--- config.mk ---
export PLATFORM = sky130hd
export DESIGN_NAME = decim_polyphase_ctrl
export DESIGN_NICKNAME = d
export VERILOG_FILES = /design/src/rtl/decim_polyphase_ctrl.sv
export SDC_FILE = /design/constraint.sdc
export NUM_CORES = 1
export LEC_CHECK = 0
export ABC_AREA = 1
export CORE_MARGIN = 2
export CORE_UTILIZATION = 50
export DETAILED_ROUTE_END_ITERATION = 16
export GPL_ROUTABILITY_DRIVEN = 0
export PLACE_DENSITY = 0.88
export SLEW_MARGIN = 40
export SYNTH_ARGS = -nofsm -noshare
export SYNTH_HDL_FRONTEND = slang
export SYNTH_SLANG_ARGS = --single-unit
--- constraint.sdc ---
create_clock -name clk -period 1.7 [get_ports clk]
set_input_delay 0.255 -clock clk [delete_from_list [all_inputs] [get_ports clk]]
set_output_delay 0.255 -clock clk [all_outputs]
set_load 0.02 [all_outputs]
--- src/rtl/decim_polyphase_ctrl.sv ---
// Sequencer for a D-branch polyphase decimator: commutates input samples into frames,
// pulses the shared branch enable, drops warm-up outputs and sums the branch lanes.
// Optional synchronous restart through the flush port is compiled in with DECIM_FLUSH_EN.
module decim_polyphase_ctrl #(
  parameter int D    = 4,
  parameter int IN_W = 8,
  parameter int BR_W = 17,
  parameter int WARM = 3
) (
  input  logic                      clk,
  input  logic                      rst_n,
  input  logic                      in_valid,
  input  logic [IN_W-1:0]           in_data,
  output logic                      in_ready,
  output logic [D*IN_W-1:0]         branch_x,
  output logic                      branch_ce,
  input  logic [D*BR_W-1:0]         branch_y,
  output logic                      out_valid,
  output logic [BR_W+$clog2(D)-1:0] out_data,
  input  logic                      out_ready,
  input  logic                      flush
);
  localparam int PW = $clog2(D);
  localparam int SW = BR_W + PW;
  localparam int WW = (WARM > 0) ? $clog2(WARM + 1) : 1;
  localparam logic [PW-1:0] LAST_PHASE = PW'(D - 1);
  localparam logic [WW-1:0] WARM_LAST  = WW'((WARM > 0) ? WARM - 1 : 0);

  typedef enum logic {
    S_WARM = 1'b0,
    S_RUN  = 1'b1
  } state_t;

  // With no branch pipeline latency there is nothing to discard.
  localparam state_t INIT_STATE = (WARM == 0) ? S_RUN : S_WARM;

  logic [D*IN_W-1:0] frame_reg;
  logic [PW-1:0]     phase_reg;
  logic              frame_full_reg;
  logic              alive_reg;
  logic              ce_d1_reg;
  logic [WW-1:0]     warm_reg;
  state_t            state_reg;
  logic              out_valid_reg;
  logic [SW-1:0]     out_data_reg;

  logic              flush_act;
  logic              accept;
  logic              slot_free;
  logic [SW-1:0]     lane_ext [D];
  logic [SW-1:0]     branch_sum;

`ifdef DECIM_FLUSH_EN
  assign flush_act = flush;
`else
  logic unused_flush;
  assign unused_flush = flush;
  assign flush_act    = 1'b0;
`endif

  assign in_ready  = alive_reg & ~frame_full_reg & ~flush_act;
  assign accept    = in_valid & in_ready;
  assign slot_free = ~ce_d1_reg & ~(out_valid_reg & ~out_ready);
  assign branch_ce = frame_full_reg & slot_free & ~flush_act;

  assign branch_x  = frame_reg;
  assign out_valid = out_valid_reg;
  assign out_data  = out_data_reg;

  generate
    for (genvar gi = 0; gi < D; gi++) begin : g_ext
      assign lane_ext[gi] = {{PW{branch_y[gi*BR_W + BR_W - 1]}}, branch_y[gi*BR_W +: BR_W]};
    end
  endgenerate

  // The widened accumulator cannot overflow, so plain modular addition is exact.
  always_comb begin
    branch_sum = '0;
    for (int k = 0; k < D; k++) begin
      branch_sum = branch_sum + lane_ext[k];
    end
  end

  always_ff @(posedge clk or negedge rst_n) begin
    if (!rst_n) begin
      frame_reg <= '0;
    end else if (flush_act) begin
      frame_reg <= '0;
    end else if (accept) begin
      for (int k = 0; k < D; k++) begin
        if (phase_reg == PW'(k)) begin
          frame_reg[k*IN_W +: IN_W] <= in_data;
        end
      end
    end
  end

  always_ff @(posedge clk or negedge rst_n) begin
    if (!rst_n) begin
      alive_reg      <= 1'b0;
      phase_reg      <= '0;
      frame_full_reg <= 1'b0;
      ce_d1_reg      <= 1'b0;
      warm_reg       <= '0;
      state_reg      <= INIT_STATE;
      out_valid_reg  <= 1'b0;
      out_data_reg   <= '0;
    end else begin
      alive_reg <= 1'b1;
      if (flush_act) begin
        phase_reg      <= '0;
        frame_full_reg <= 1'b0;
        ce_d1_reg      <= 1'b0;
        warm_reg       <= '0;
        state_reg      <= INIT_STATE;
        out_valid_reg  <= 1'b0;
        out_data_reg   <= '0;
      end else begin
        ce_d1_reg <= branch_ce;

        // accept and branch_ce are mutually exclusive: one needs frame_full low, the other high.
        if (branch_ce) begin
          frame_full_reg <= 1'b0;
        end else if (accept && phase_reg == LAST_PHASE) begin
          frame_full_reg <= 1'b1;
        end

        if (accept) begin
          phase_reg <= (phase_reg == LAST_PHASE) ? '0 : phase_reg + 1'b1;
        end

        if (out_valid_reg && out_ready) begin
          out_valid_reg <= 1'b0;
        end

        if (ce_d1_reg) begin
          case (state_reg)
            S_WARM: begin
              warm_reg <= warm_reg + 1'b1;
              if (warm_reg == WARM_LAST) begin
                state_reg <= S_RUN;
              end
            end
            S_RUN: begin
              out_valid_reg <= 1'b1;
              out_data_reg  <= branch_sum;
            end
            default: state_reg <= INIT_STATE;
          endcase
        end
      end
    end
  end

endmodule

# After elaboration in Yosys (flattened, before gate mapping)
# Cells that the tools add are included.
[classes]
n_addsub = 5
n_eq_ne = 4
muxes = 8
bitwise = 10
reduce_logical = 10
[op_table]
columns = ["operator", "n"]
rows = [
  ["$add A18 B17 Y19", 1],
  ["$add A19 B19 Y19", 1],
  ["$add A17 B17 Y18", 1],
  ["$reduce_and A2 Y1", 6],
  ["$mux W1", 7],
  ["$eq A2 B2 Y1 const B", 3],
  ["$and A1 B1 Y1", 5],
  ["$not A1 Y1", 5],
  ["$add A2 B1 Y2 const B", 2],
  ["$eq A2 B1 Y1 const B", 1],
  ["$logic_and A1 B1 Y1", 2],
  ["$logic_not A2 Y1", 1],
  ["$mux W2", 1],
  ["$reduce_bool A2 Y1", 1],
]
[totals]
ff_bits = 60
input_bits = 81
elab_cells = 49

# Longest topological paths before layout
[depth]
depth_word = 6
depth_mapped = 16
mapped_depth_nobuf = 16

# Worst setup path before layout
# Ideal clock, no wire load.
[synth_path]
path_kind = "in2reg"
from = "input branch_y[1]"
to = "register out_data_reg[15] (netlist: out_data[15])"
setup_time_ns = 0.117
t_arrival_ns = 2.553
t_required_ns = 1.583
path_slack_ns = -0.971
stages = 15
path_buffers = 0
path_cell_list = "fa_1 > fa_1 > ha_1 > inv_1 > fa_1 > inv_1 > nand2_2 > o21ai_2 > nand2_1 > nand2_1 > nand2_1 > nand2_1 > nand2_1 > nand3_1 > nand2_1"
[synth_via]
elab_chain_cells = 3
[synth_rtl]
columns = ["item", "line_no", "rtl"]
rows = [
  ["start, declared", "17", "input logic [D*BR_W-1:0] branch_y,"],
  ["$add A17 B17 Y18", "80", "branch_sum = branch_sum + lane_ext[k];"],
  ["$add A18 B17 Y19", "80", ""],
  ["$add A19 B19 Y19", "80", ""],
  ["end signal, assigned", "146", "out_data_reg <= branch_sum;"],
  ["end, declared", "45", "logic [SW-1:0] out_data_reg;"],
]
# Every way passes these cells.
# A chain may end at the register's enable or synchronous reset.

# Worst setup path in the final report
[layout_path]
from = "input branch_y[18]"
to = "register out_data_reg[17] (netlist: out_data[17])"
# Same word-level chain as after synthesis.

==> flow_summary_export.csv <==
group,metric,value,unit
synth,ys_types,30,
synth,synth.area.mux_share,0,
worst_hold_path,hp-class,"in2async",
pwr,power.density,1768,mW/mm^2
drt,vias_per_cell,5.950,
clock_network,cts_tree,"done",
synth,synth_compound_area_frac,0.07877,
sta,rsz0062_at_grt,"true",
synth,synth_edf_count,0,
sta,fin_crit,2.755,ns
final_layout,area.growth.synth_to_final,65.84,%
drt,wl,19.56,mm
final_layout,design_area,0.007192,sq mm
status,violations,"negative setup slack",
global_routing,antenna_found_initial,1,
worst_setup_path,r2r_cells,4,
sta,skew,0.01148,ns
die,ios,135,
synth,yosys.cell_count.top_type,"nand2_1",
synth,synth_top_family_by_area,"adder cells",
pwr,leakage,3.680,nW
clock_network,ctsLongestPathBuffers,2,
drt,met1_length,6.281,mm
synth,ys_seq_elements,60,
synth,synthTopCellsByArea,"dfrtp_1 (35%), fa_1 (16%), nand2_1 (12%)",
drt,wl_met2,9.234,mm
drt,routed.top_layer,"met5",
synth,synth_flop_cell,"dfrtp_1",
die,die-area,0.009434,sq mm
global_routing,grt_start_max_net_pins,61,
final_layout,final_nets,872,
clock_network,h-tree-depth,3,
placement,place_ws,-1.523,ns
clock_network,path_clk_slew,0.08,ns
sta,worst_pin_slew,0.6556,ns
drt,antenna_left,0,
worst_setup_path,reg2reg_to,"out_data[16]",
placement,placedInstanceArea,0.006181,sq mm
synth,synthAdderAreaFrac,0.2279,
clock_network,root_buffer,"clkbuf_8",
synth,yosys.area_share.simple,0.1979,
synth,syn_area,0.004337,sq mm
clock_network,cts_made_buffers,9,
worst_setup_path,rr_startpoint,"ce_d1_reg",
synth,synth_top_area_cell,"dfrtp_1",
synth,syn_area_per_cell,8.076,sq um
final_layout,largest_register_ffs,32,
die,chipWidth,97.13,microns
worst_setup_path,cp.required,1.93,ns
final_layout,n_antenna_cell,0,
drt,drc,0,
global_routing,grt.overflow.total,0,
sta,finalCritPeriodShare,1.620,
die,core,0.008299,sq mm
clock_network,clock_latency,0.36,ns
sta,timing.hold.ws,0.4367,ns
synth,ys_async_sr_fraction,1.000,
final_layout,fin_cells,843,
status,status,"finished, violations left",
sta,final-hold-violation-count,0,
sta,drv_slew,0,
synth,syn_nets,676,
die,chipHeight,97.13,microns
worst_setup_path,critPathMaxFanout,3,
worst_setup_path,worstSetupPathType,"in2reg",
placement,dpl.hpwl,8.568,mm
run,drv_cap,0,
synth,synth_xor_area_frac,0.01414,
drt,via_count,5016,
sta,relSlewSlack,0.5583,
placement,port_buffers,133,
drt,first_pass_iters,6,
global_routing,grt_usage,0.3091,
synth,syn_inst,537,
final_layout,drive_gt1_frac,0.4268,
synth,yosys_warnings,0,
worst_setup_path,cp-end-kind,"register",
synth,ys_seq_area_frac,0.3462,
global_routing,grt_pass1_vias,5012,
sta,max_freq,363.0,MHz
clock_network,clock-sinks,60,
synth,synth.top_cell.area_share,0.3462,
drt,avgRoutedWirePerCell,23.21,microns
die,initial_utilization,0.5225,
global_routing,grt_pass1_wl,23.27,mm
worst_setup_path,reg2reg_setup_slack,0.06,ns
die,row_count,33,
drt,drtIter0Drc,497,
pwr,ir_drop,0.7118,mV
sta,fin_ws,-1.055,ns
drt,met3_wirelength,2.040,mm
sta,setup_viol,20,
worst_setup_path,crit_arrival,2.98,ns
worst_setup_path,startpoint_type,"input pin",
synth,synthTopCellsByCount,"nand2_1 (138), inv_1 (137), dfrtp_1 (60), o21ai_0 (42), fa_1 (35)",
placement,dp_cells,798,
layer usage:
layer	track usage	vias up
li1	-	1987
met1	0.3128	2325
met2	0.5775	498
met3	0.05755	204
met4	0.1961	2
met5	0	-
cells in the final DEF, fill, tap and decap left out, types with 3 or more instances in the layout:
master,instances
clkbuf_2,20
ha_4,16
nor2_1,9
inv_4,6
nand2_4,29
nand2_1,85
nand3_1,7
nand3b_1,5
clkdlybuf4s50_1,78
nand3_2,11
fa_1,24
clkbuf_8,10
o21ai_1,12
nor2_2,5
buf_6,21
o21ai_0,34
dlygate4sd2_1,11
ha_1,6
a21oi_4,5
inv_1,75
dfrtp_1,60
nor2_4,8
fa_2,11
o21ai_2,5
inv_2,56
buf_4,45
xnor2_1,3
buf_2,4
nand2_2,32
clkdlybuf4s15_1,6
a21oi_2,6
area by class of cell:
type                            instances  area (sq um)
Clock inverter                          6         86.33
Multi-Input combinational cell        331          3050
Tap cell                              105         131.4
Clock buffer                           10         137.6
Fill cell                             368          1107
Sequential cell                        60          1501
Timing Repair Buffer                  192          1735
Inverter                              139         549.3
cell families after synthesis:
group | Yosys count
AO/OA/AOI/OAI | 65
adder cells (fa/ha/maj) | 58
XOR/XNOR | 7
AND/OR/NAND/NOR | 200
other | 1
buffers and inverters | 146
flip-flops | 60
report_power, final:
| part | internal (W) | switching [W] |
|---|---|---|
| clock network | 0.000866 | 0.000682 |
| logic | 0.00364 | 0.00485 |
| registers | 0.00211 | 0.000554 |
| total | 0.00662 | 0.00609 |
repair_timing:
item	CTS	global route
hold buffers	1	0
resized for setup	190	189
endpoints found under the setup margin	20	17
buffers inserted	17	17
hold endpoints to repair	60	0
pin swaps	114	102
worst max-delay path by stage:
stage / from / to / slack [ns] / cells after the start
after floorplan: branch_y[1] / out_data[15] / -0.91 / 15
after global placement: branch_y[1] / out_data[15] / -1.43 / 16
after detailed placement: branch_y[2] / out_data[13] / -1.52 / 15
after CTS: branch_y[18] / out_data[17] / -0.87 / 16
after global routing: branch_y[18] / out_data[17] / -1.12 / 16
final: branch_y[18] / out_data[17] / -1.05 / 16
worst max-delay path, cell delays in order:
cell and delay, ns:
buf_6 0.09, fa_1 0.50, fa_1 0.53, ha_2 0.19, inv_2 0.04, fa_2 0.34
inv_2 0.09, nand2_4 0.06, o21ai_4 0.15, nand2_2 0.11, nand2_4 0.12, nand2_4 0.08
nand2_2 0.08, nand2_2 0.09, nand3_2 0.12, nand2_1 0.12
stage by stage:
step / total power (W) / utilization / TNS (ns)
finish: 0.01271 / 0.8666 / -13.58
global route: 0.01305 / 0.8666 / -14.66
CTS: 0.01059 / 0.8137 / -11.67
detailed placement: 0.008349 / 0.7448 / -23.90
global placement: 0.008099 / 0.7448 / -22.37
floorplan: 0.005826 / - / -11.21
Power figures use the tool's default switching activity.
